==> config.mk <==
export PLATFORM = sky130hd
export DESIGN_NAME = uart_rx_deframer
export DESIGN_NICKNAME = d
export VERILOG_FILES = /design/src/rtl/uart_pkg.sv /design/src/rtl/uart_pkt_buf.sv /design/src/rtl/uart_rx_deframer.sv
export SDC_FILE = /design/constraint.sdc
export NUM_CORES = 1
export LEC_CHECK = 0
export CAP_MARGIN = 20
export CORE_MARGIN = 1
export CORE_UTILIZATION = 34
export DETAILED_ROUTE_END_ITERATION = 8
export SYNTH_ARGS = -nofsm -noshare
export SYNTH_HDL_FRONTEND = slang
export SYNTH_SLANG_ARGS = --single-unit
==> constraint.sdc <==
create_clock -name clk_i -period 1.8 [get_ports clk_i]
set_input_delay 0.18 -clock clk_i [delete_from_list [all_inputs] [get_ports clk_i]]
set_output_delay 0.18 -clock clk_i [all_outputs]
set_load 0.02 [all_outputs]
==> src/rtl/uart_pkg.sv <==
// Shared types for the UART frame deframer: FSM states, abort causes and the
// default start-of-frame marker.
package uart_pkg;

   typedef enum logic [2:0] {
      S_SYNC    = 3'd0,
      S_LEN     = 3'd1,
      S_PAYLOAD = 3'd2,
      S_CHK     = 3'd3,
      S_DRAIN   = 3'd4
   } state_t;

   typedef enum logic [2:0] {
      ERR_NONE = 3'd0,
      ERR_PAR  = 3'd1,
      ERR_LEN  = 3'd2,
      ERR_CHK  = 3'd3,
      ERR_TMO  = 3'd4,
      ERR_OVR  = 3'd5
   } err_code_t;

   localparam logic [7:0] SYNC_DEFAULT = 8'hA5;

   // Running frame checksum: XOR of LEN and every payload byte.
   function automatic logic [7:0] chk_fold(input logic [7:0] chk, input logic [7:0] data);
      return chk ^ data;
   endfunction

endpackage

==> src/rtl/uart_pkt_buf.sv <==
// Payload store for one frame: single write port, asynchronous read port.
// Storage is deliberately not reset; pointers in the deframer define validity.
module uart_pkt_buf
   import uart_pkg::*;
#(
   parameter int DATA_W = 8,
   parameter int DEPTH  = 16,
   parameter int ADDR_W = (DEPTH > 1) ? $clog2(DEPTH) : 1
) (
   input  logic              clk_i,
   input  logic              we_i,
   input  logic [ADDR_W-1:0] waddr_i,
   input  logic [DATA_W-1:0] wdata_i,
   input  logic [ADDR_W-1:0] raddr_i,
   output logic [DATA_W-1:0] rdata_o
);

   logic [DATA_W-1:0] mem [DEPTH];

   // Capture payload bytes as they arrive.
   always_ff @(posedge clk_i) begin
      if (we_i) begin
         mem[waddr_i] <= wdata_i;
      end
   end

   assign rdata_o = mem[raddr_i];

endmodule

==> src/rtl/uart_rx_deframer.sv <==
// Assembles SYNC/LEN/payload/CHK frames from the uart_rx byte stream and
// releases the payload on a valid/ready stream only once the checksum matches.
module uart_rx_deframer
   import uart_pkg::*;
#(
   parameter int                DATA_W        = 8,
   parameter int                MAX_LEN       = 16,
   parameter logic [DATA_W-1:0] SYNC_BYTE     = SYNC_DEFAULT,
   parameter int                TIMEOUT_TICKS = 1024
) (
   input  logic              clk_i,
   input  logic              rst_ni,
   input  logic              tick_i,
   input  logic [DATA_W-1:0] rxd_byte_i,
   input  logic              rxd_vld_i,
   input  logic              rxd_err_i,
   output logic [DATA_W-1:0] pkt_byte_o,
   output logic              pkt_vld_o,
   output logic              pkt_last_o,
   input  logic              pkt_rdy_i,
   output logic              frame_ok_o,
   output logic              frame_err_o,
   output logic [2:0]        err_code_o,
   output logic [15:0]       frame_cnt_o,
   output logic [2:0]        fsm_state_o
);

   localparam int LEN_W  = $clog2(MAX_LEN + 1);
   localparam int ADDR_W = (MAX_LEN > 1) ? $clog2(MAX_LEN) : 1;
   localparam int TMO_W  = $clog2(TIMEOUT_TICKS + 1);
   localparam logic [DATA_W-1:0] MAX_LEN_B = DATA_W'(MAX_LEN);
   localparam logic [TMO_W-1:0]  TMO_LAST  = TMO_W'(TIMEOUT_TICKS - 1);

   state_t            state;
   logic [LEN_W-1:0]  len;
   logic [LEN_W-1:0]  wr_ptr;
   logic [LEN_W-1:0]  rd_ptr;
   logic [DATA_W-1:0] chk;
   logic [TMO_W-1:0]  tmo_cnt;
   logic [DATA_W-1:0] rd_data;
   logic              byte_ev;
   logic              any_ev;
   logic              timed;
   logic              tmo_hit;
   logic              buf_we;
   logic              abort;
   err_code_t         abort_code;

   // An error pulse overrides a simultaneous byte pulse.
   assign byte_ev     = rxd_vld_i & ~rxd_err_i;
   assign any_ev      = rxd_vld_i | rxd_err_i;
   assign timed       = (state == S_LEN) | (state == S_PAYLOAD) | (state == S_CHK);
   assign tmo_hit     = timed & tick_i & ~any_ev & (tmo_cnt == TMO_LAST);
   assign buf_we      = (state == S_PAYLOAD) & byte_ev;
   assign fsm_state_o = state;

   uart_pkt_buf #(
      .DATA_W (DATA_W),
      .DEPTH  (MAX_LEN),
      .ADDR_W (ADDR_W)
   ) u_buf (
      .clk_i   (clk_i),
      .we_i    (buf_we),
      .waddr_i (wr_ptr[ADDR_W-1:0]),
      .wdata_i (rxd_byte_i),
      .raddr_i (rd_ptr[ADDR_W-1:0]),
      .rdata_o (rd_data)
   );

   // Decide whether this cycle aborts the frame in progress, and why.
   always_comb begin
      abort      = 1'b0;
      abort_code = ERR_NONE;
      case (state)
         S_LEN: begin
            if (rxd_err_i) begin
               abort = 1'b1; abort_code = ERR_PAR;
            end else if (rxd_vld_i && ((rxd_byte_i == DATA_W'(0)) || (rxd_byte_i > MAX_LEN_B))) begin
               abort = 1'b1; abort_code = ERR_LEN;
            end else if (tmo_hit) begin
               abort = 1'b1; abort_code = ERR_TMO;
            end else begin
               abort = 1'b0; abort_code = ERR_NONE;
            end
         end
         S_PAYLOAD: begin
            if (rxd_err_i) begin
               abort = 1'b1; abort_code = ERR_PAR;
            end else if (tmo_hit) begin
               abort = 1'b1; abort_code = ERR_TMO;
            end else begin
               abort = 1'b0; abort_code = ERR_NONE;
            end
         end
         S_CHK: begin
            if (rxd_err_i) begin
               abort = 1'b1; abort_code = ERR_PAR;
            end else if (rxd_vld_i && (rxd_byte_i != chk)) begin
               abort = 1'b1; abort_code = ERR_CHK;
            end else if (tmo_hit) begin
               abort = 1'b1; abort_code = ERR_TMO;
            end else begin
               abort = 1'b0; abort_code = ERR_NONE;
            end
         end
         S_DRAIN: begin
            if (any_ev) begin
               abort = 1'b1; abort_code = ERR_OVR;
            end else begin
               abort = 1'b0; abort_code = ERR_NONE;
            end
         end
         default: begin
            abort      = 1'b0;
            abort_code = ERR_NONE;
         end
      endcase
   end

   // Frame FSM, pointers, checksum, timeout and all registered outputs.
   always_ff @(posedge clk_i or negedge rst_ni) begin
      if (!rst_ni) begin
         state       <= S_SYNC;
         len         <= LEN_W'(0);
         wr_ptr      <= LEN_W'(0);
         rd_ptr      <= LEN_W'(0);
         chk         <= DATA_W'(0);
         tmo_cnt     <= TMO_W'(0);
         pkt_byte_o  <= DATA_W'(0);
         pkt_vld_o   <= 1'b0;
         pkt_last_o  <= 1'b0;
         frame_ok_o  <= 1'b0;
         frame_err_o <= 1'b0;
         err_code_o  <= 3'd0;
         frame_cnt_o <= 16'd0;
      end else begin
         frame_ok_o  <= 1'b0;
         frame_err_o <= 1'b0;
         if (abort) begin
            frame_err_o <= 1'b1;
            err_code_o  <= abort_code;
         end
         if (any_ev || !timed) begin
            tmo_cnt <= TMO_W'(0);
         end else if (tick_i) begin
            tmo_cnt <= tmo_cnt + TMO_W'(1);
         end
         case (state)
            S_SYNC: begin
               if (byte_ev && (rxd_byte_i == SYNC_BYTE)) begin
                  state <= S_LEN;
               end
            end
            S_LEN: begin
               if (abort) begin
                  state <= S_SYNC;
               end else if (byte_ev) begin
                  len    <= rxd_byte_i[LEN_W-1:0];
                  chk    <= rxd_byte_i;
                  wr_ptr <= LEN_W'(0);
                  state  <= S_PAYLOAD;
               end
            end
            S_PAYLOAD: begin
               if (abort) begin
                  state <= S_SYNC;
               end else if (byte_ev) begin
                  chk    <= chk_fold(chk, rxd_byte_i);
                  wr_ptr <= wr_ptr + LEN_W'(1);
                  if ((wr_ptr + LEN_W'(1)) == len) begin
                     state <= S_CHK;
                  end
               end
            end
            S_CHK: begin
               if (abort) begin
                  state <= S_SYNC;
               end else if (byte_ev) begin
                  // rd_ptr is 0 here, so rd_data already presents payload byte 0.
                  frame_ok_o  <= 1'b1;
                  frame_cnt_o <= frame_cnt_o + 16'd1;
                  pkt_vld_o   <= 1'b1;
                  pkt_byte_o  <= rd_data;
                  pkt_last_o  <= (len == LEN_W'(1));
                  rd_ptr      <= LEN_W'(1);
                  state       <= S_DRAIN;
               end
            end
            S_DRAIN: begin
               if (pkt_vld_o && pkt_rdy_i) begin
                  if (pkt_last_o) begin
                     pkt_vld_o  <= 1'b0;
                     pkt_last_o <= 1'b0;
                     rd_ptr     <= LEN_W'(0);
                     state      <= S_SYNC;
                  end else begin
                     pkt_byte_o <= rd_data;
                     pkt_last_o <= (rd_ptr == (len - LEN_W'(1)));
                     rd_ptr     <= rd_ptr + LEN_W'(1);
                  end
               end
            end
            default: begin
               state <= S_SYNC;
            end
         endcase
      end
   end

endmodule

* Yosys cells after proc, flatten, opt, wreduce, memory -nomap -nowiden
Memory sizes are Yosys's and may differ from the RTL's. Cells that the tools add are included.
Word-level totals: bits in registers 68, memory bits (writable) 128, bits of input ports 14, word-level logic and storage cells 140, memories kept 1
Memories:
- u_buf.mem | words 16, width 8, rd ports 1, clocked after Yosys merged registers in 0, wr ports 1, line uart_pkt_buf.sv:18 | logic [DATA_W-1:0] mem [DEPTH];
Operators by class: add/sub/neg operators 5, $lt $le $gt $ge 1, equal/unequal tests 24, muxes and demuxes 65, bitwise gates (word level) 12, reductions and logical operators 19
Operator list (number):
- $mux 8 | 8
- $mux 3 | 17
- $mux 5 | 8
- $pmux 8 s2 | 2
- $mux 11 | 2
- $mux 1 | 21
- $ne 2x2->1 const B | 10
- $pmux 5 s2 | 2
- $add 16x1->16 const B | 1
- $pmux 3 s5 | 1
- $reduce_and 5->1 | 3
- $pmux 3 s4 | 1
- $add 11x1->11 const B | 1
- $eq 11x10->1 const B | 1
- $add 5x1->5 const B | 2
- $eq 5x5->1 | 2
- $ne 3x3->1 const B | 3
- $eq 8x8->1 const B | 1
- $gt 8x5->1 const B | 1
- $logic_not 8->1 | 1
- $ne 8x8->1 | 1
- $xor 8x8->8 | 1
- $reduce_and 7->1 | 1
- $eq 3x2->1 const B | 2
- 17 further kinds | 33

* Logic depth before layout (Yosys ltp)
Gate-level depths: netlist (run 1).
depth in word-level cells 12, gate-level depth with buffers 8

* Cells and area by module
A second synthesis (run 1) with hierarchy kept.
Second synthesis, totals: cells, all modules 574, area, all modules 8619.5 um^2
Modules (own cells, without submodules):
- uart_pkt_buf | times used 1, cells each 221, area an instance 4987.3 um^2
- uart_rx_deframer | times used 1, cells each 353, area an instance 3632.2 um^2

* Least setup slack after synthesis (run 1)
OpenSTA, ideal clock, no wires.
path type register to register, start reg state[0], in the netlist fsm_state_o[0], end mem u_buf.mem[1][0], enable pin, setup time 332 ps, arrival time 1606 ps, setup slack -138 ps, cell stages (with the launch flop) 7, period minus slack after synthesis 1938 ps, cells stage by stage dfrtp_1 -> buf_2 -> buf_2 -> nor2_1 -> nand2_1 -> nor3_1 -> and2_1
On the way: longest elaborated chain between the ends 4
RTL lines:
- start: declaration | line uart_rx_deframer.sv:34 | state_t state;
- start signal: assignment | line uart_rx_deframer.sv:123 | state <= S_SYNC;
- start signal: assignment | line uart_rx_deframer.sv:151 | state <= S_LEN;
- start signal: assignment | line uart_rx_deframer.sv:156 | state <= S_SYNC;
- $eq 3x2->1 | line uart_rx_deframer.sv:54 | assign buf_we = (state == S_PAYLOAD) & byte_ev;
- $and 1x1->1 | line uart_rx_deframer.sv:54
- $mux 1 | line uart_pkt_buf.sv:22 | if (we_i) begin
- $mux 1 (not written as such) | line uart_pkt_buf.sv:23 | mem[waddr_i] <= wdata_i;
- end: declaration | line uart_pkt_buf.sv:18
No other way between the ends.

* Worst setup path in the final report (run 1)
start reg rd_ptr[0], end reg pkt_byte_o[1]
On the way: longest elaborated chain between the ends 4, elaborated cells on any way between the ends 6, those cells by class mux: 5; memory: 1
RTL lines:
- start: declaration | line uart_rx_deframer.sv:37 | logic [LEN_W-1:0] rd_ptr;
- start signal: assignment | line uart_rx_deframer.sv:199 | rd_ptr <= rd_ptr + LEN_W'(1);
- $mem_v2 16x8 *
- $mux 8, on equally long branches | line uart_rx_deframer.sv:191, uart_rx_deframer.sv:178
- $mux 8, on equally long branches | line uart_rx_deframer.sv:190, uart_rx_deframer.sv:176
- $pmux 8 s2 * | line uart_rx_deframer.sv:148 | case (state)
- end signal: assignment | line uart_rx_deframer.sv:183 | pkt_byte_o <= rd_data;
- end signal: assignment | line uart_rx_deframer.sv:197 | pkt_byte_o <= rd_data;
- end: declaration | line uart_rx_deframer.sv:17 | output logic [DATA_W-1:0] pkt_byte_o,
Every way passes the cells marked *; elsewhere a longest branch is shown, timed or not. The select of a mux whose other input is x is not followed. A chain may end at the register's enable or synchronous reset.

==> impl_metrics.py, run 1 <==
metrics = {
    "outcome": {
        "status": "finished with violations",
        "violations": "setup timing",
    },
    "timing": {
        "fmax_ghz": 0.521,
        "worst_pin_slew_ns": 0.694,
        "final_hold_viol_count": 0,
        "finalCriticalPeriod_ns": 1.92,
        "rsz0062_at_grt": "true",
        "slew_headroom": 0.537,
        "setup_viol": 13,
        "skew_ns": 0.0159,
        "tns_ns": -1.07,
        "period_share": 1.07,
        "setup_slack_ns": -0.119,
        "slew_violations": 0,
    },
    "setup_path": {
        "critPathTopFamily": "multiplexers",
        "ff2ff_setup_slack_ns": -0.12,
        "crit_required_ns": 2.12,
        "critical_path.startpoint": "rd_ptr[0]",
        "critPathBufInv": 1,
        "start_kind": "register",
        "cp_slowest_stage_delay_ns": 0.55,
        "cp.arrival_ns": 2.24,
        "crit_path_max_fanout": 14,
        "crit_path_end_kind": "register",
        "reg2reg_to": "pkt_byte_o[1]",
        "reg2reg_depth": 6,
        "critPathKind": "reg -> reg",
        "critical_path.endpoint": "pkt_byte_o[1]",
        "crit_chain": "buf_12 -> mux4_2 -> nand2_2 -> and3_4 -> a31oi_1 -> mux2_2",
        "critical_path_depth": 6,
        "critPathSlowestCell": "mux4_2",
        "r2r-start": "rd_ptr[0]",
    },
    "run": {
        "maxCapViolations": 0,
    },
    "logic_synthesis": {
        "seq_area_frac_synth": 0.622,
        "synth_top_family_by_area": "simple AND/OR/NAND/NOR gates",
        "synth_edf_count": 128,
        "synthCells": 626,
        "avgSynthCellArea_sq_um": 14.2,
        "synth_compound_area_frac": 0.0563,
        "synthMuxAreaShare": 0.105,
        "synth_xor_area_frac": 0.0452,
        "ys_ff_latch": 196,
        "synth_cell_types": 73,
        "synth_fp_nets": 649,
        "yosysWarnings": 0,
        "synth-async-reset-ratio": 0.347,
        "syn_area_sq_mm": 0.00892,
        "synth_simple_gate_area_share": 0.130,
        "ys.flop_type": "edfxtp_1",
        "synth_fa_ha_area_frac": 0.0126,
    },
    "floorplan": {
        "io_pins": 48,
        "die-height_um": 164,
        "rows": 58,
        "start_util": 0.350,
        "design.die.area_sq_mm": 0.0269,
        "coreArea_sq_mm": 0.0255,
        "die_w_um": 164,
    },
    "power": {
        "ir_worst_vdd_uv": 731,
        "finalPower_mw": 16.1,
        "power.density_mw_per_mm2": 1380,
        "p_leak_nw": 4.46,
    },
    "grt": {
        "track_usage": 0.170,
        "grt_pass1_wl_mm": 34.1,
        "grt_overflow": 0,
        "antenna_found_initial": 0,
        "grt_max_degree": 27,
        "grt_pass1_vias": 6134,
    },
    "cts": {
        "cts_tree": "built",
        "h-tree-depth": 4,
        "cts_max_path_buffers": 2,
        "cts.reportedPaths.clkPinSlew_ns": 0.08,
        "cts_num_sinks": 196,
        "cts_buffers": 17,
        "cts-root-buf": "clkbuf_16",
        "clkLatencyLatePin_ns": 0.44,
    },
    "detailed_routing": {
        "drt-initial-drc-count": 365,
        "viasPerCell": 5.20,
        "routedWlPerCell_um": 19.5,
        "drc": 0,
        "finalWirelength_mm": 21.6,
        "vias": 5772,
        "drtAntennaViolNets": 0,
        "dr.pass1.iters": 4,
    },
    "cells_and_area": {
        "diodes": 0,
        "layout.nets": 789,
        "drive_gt1_frac": 0.343,
        "area_growth_pct": 30.9,
        "fill_cells": 2200,
    },
    "worst_hold_path": {
        "hp-class": "in -> async",
    },
    "placement": {
        "gp_congestion": 0.813,
        "portBuffers": 47,
        "dp_hpwl_mm": 15.1,
    },
}
==> worst min-delay path by stage <==
stage                  start          endpoint  cells after the start
5_1_grt        rxd_byte_i[0]  u_buf.mem[10][0]                      2
6_report              rst_ni         pkt_vld_o                      2
3_5_place_dp          rst_ni        pkt_last_o                      1
3_3_place_gp          rst_ni        tmo_cnt[9]                      1
2_1_floorplan         rst_ni            chk[0]                      0
4_1_cts               rst_ni        tmo_cnt[9]                      2
==> synthesized netlist by cell type (3+ instances only) <==
master / number / area [sq um]
a21oi_1: 3 / 15.0
a2bb2oi_1: 8 / 70.1
a31oi_1: 12 / 75.1
and2_1: 17 / 106
and3_1: 14 / 87.6
buf_2: 11 / 55.1
buf_4: 4 / 30.0
buf_6: 5 / 56.3
clkbuf_1: 9 / 33.8
dfrtp_1: 68 / 1700
edfxtp_1: 128 / 3840
ha_1: 9 / 113
inv_1: 13 / 48.8
mux2_1: 7 / 78.8
mux2_2: 9 / 101
mux2i_1: 4 / 40.0
mux4_2: 32 / 721
nand2_1: 59 / 221
nand2b_1: 3 / 18.8
nand3_1: 28 / 140
nand4_1: 9 / 56.3
nor2_1: 21 / 78.8
nor2b_1: 3 / 18.8
nor3_1: 21 / 105
nor3_2: 5 / 50.1
nor4_2: 4 / 50.1
o21a_1: 3 / 22.5
o21ai_0: 18 / 90.1
xnor2_1: 23 / 201
xor2_1: 23 / 201
==> power breakdown <==
group          internal (mW)  switching (mW)  total [mW]  leakage (nW)
registers               5.27           0.545        5.82          2.03
logic                   3.14            3.10        6.23          2.12
clock network           2.26            1.83        4.09         0.307
==> cell type report <==
class                      instances  area [sq um]  share of cell area
clock buffer                      17           425              0.0364
clock inverter                    15           213              0.0182
inverter                          16          60.1             0.00514
multi-input combinational        382          3540               0.303
sequential                       196          5550               0.475
tap                              330           413              0.0354
timing repair buffer             153          1480               0.126
==> state kept, by name, indices dropped and copies added, names as in the netlist, 3 cells and up <==
signal       cells
chk              8
rd_ptr           5
len              5
frame_cnt_o     16
tmo_cnt         11
wr_ptr           5
err_code_o       3
u_buf.mem      128
pkt_byte_o       8
fsm_state_o      3
==> worst reg2reg max path, delay by kind of cell, from the launching register on <==
| family | cells | cell delay [ns] |
|---|---|---|
| AO/OA/AOI/OAI | 1 | 0.05 |
| buffers and inverters | 1 | 0.19 |
| flip-flops | 1 | 0.44 |
| multiplexers | 2 | 0.85 |
| AND/OR/NAND/NOR | 2 | 0.28 |
==> stage by stage <==
| stage | area [sq um] | instances | worst slack [ns] | util | hold slack (ns) |
|---|---|---|---|---|---|
| 2_1_floorplan | 9040 | 626 | -0.0169 | - | -0.116 |
| 3_3_place_gp | 10500 | 1060 | -0.513 | 0.411 | 0.252 |
| 3_5_place_dp | 10500 | 1060 | -0.548 | 0.411 | 0.264 |
| 4_1_cts | 11300 | 1100 | -0.124 | 0.446 | 0.345 |
| 5_1_grt | 11700 | 1109 | -0.188 | 0.458 | 0.331 |
| 6_report | 11700 | 1109 | -0.119 | 0.458 | 0.343 |
==> logic make-up after synthesis <==
kind of cell    after synthesis
mux                          52
buf+inv                      48
simple gates                205
compound gates               70
flops                       196
fa+ha+maj                     9
xor+xnor                     46
==> layer usage <==
layer | track usage | share of wire | vias to the layer above | wire length (um)
li1 | - | - | 2648 | -
met1 | 0.213 | 0.44 | 2994 | 9520
met2 | 0.299 | 0.52 | 113 | 11200
met3 | 0.0391 | 0.032 | 17 | 695
met4 | 0.0349 | 0.012 | 0 | 250
met5 | 0 | 0 | - | 0
==> layout by cell type, fill, tap and decap left out, types with 4 or more instances in the layout <==
cell type / instances
xnor2_1: 22
mux4_2: 32
dfrtp_1: 64
mux2_2: 8
inv_1: 13
clkdlybuf4s50_1: 40
dfrtp_2: 4
buf_6: 8
mux2i_1: 4
inv_8: 5
o21ai_0: 17
ha_1: 7
nor3_4: 8
nor2_1: 20
a31oi_1: 11
nand3_2: 6
clkbuf_16: 18
mux2_4: 6
nand4_1: 9
and3_1: 11
edfxtp_1: 128
xor2_1: 23
buf_4: 83
and2_4: 16
buf_12: 12
nand2_1: 55
nor3_1: 16
a2bb2oi_1: 8
dlymetal6s2s_1: 4
nor4_4: 5
nand3_1: 21
==> timing repair <==
action                                  4_1_cts  5_1_grt
endpoints found under the setup margin      138      103
hold endpoints to repair                     21        0
pin swaps                                    16       42
hold buffers                                  1        0
gates cloned                                  0        1
resized for setup                            36       47
setup buffers                                 7        8
(Power assumes the default switching activity.)
==> run 2: changes to the inputs <==
--- a/config.mk
+++ b/config.mk
@@ -9,6 +9,7 @@
 export CORE_MARGIN = 1
 export CORE_UTILIZATION = 34
 export DETAILED_ROUTE_END_ITERATION = 8
+export SLEW_MARGIN = 30
 export SYNTH_ARGS = -nofsm -noshare
 export SYNTH_HDL_FRONTEND = slang
 export SYNTH_SLANG_ARGS = --single-unit
==> results of run 2 <==
No change in the layout: final DEF, timing and power equal those of run 1.
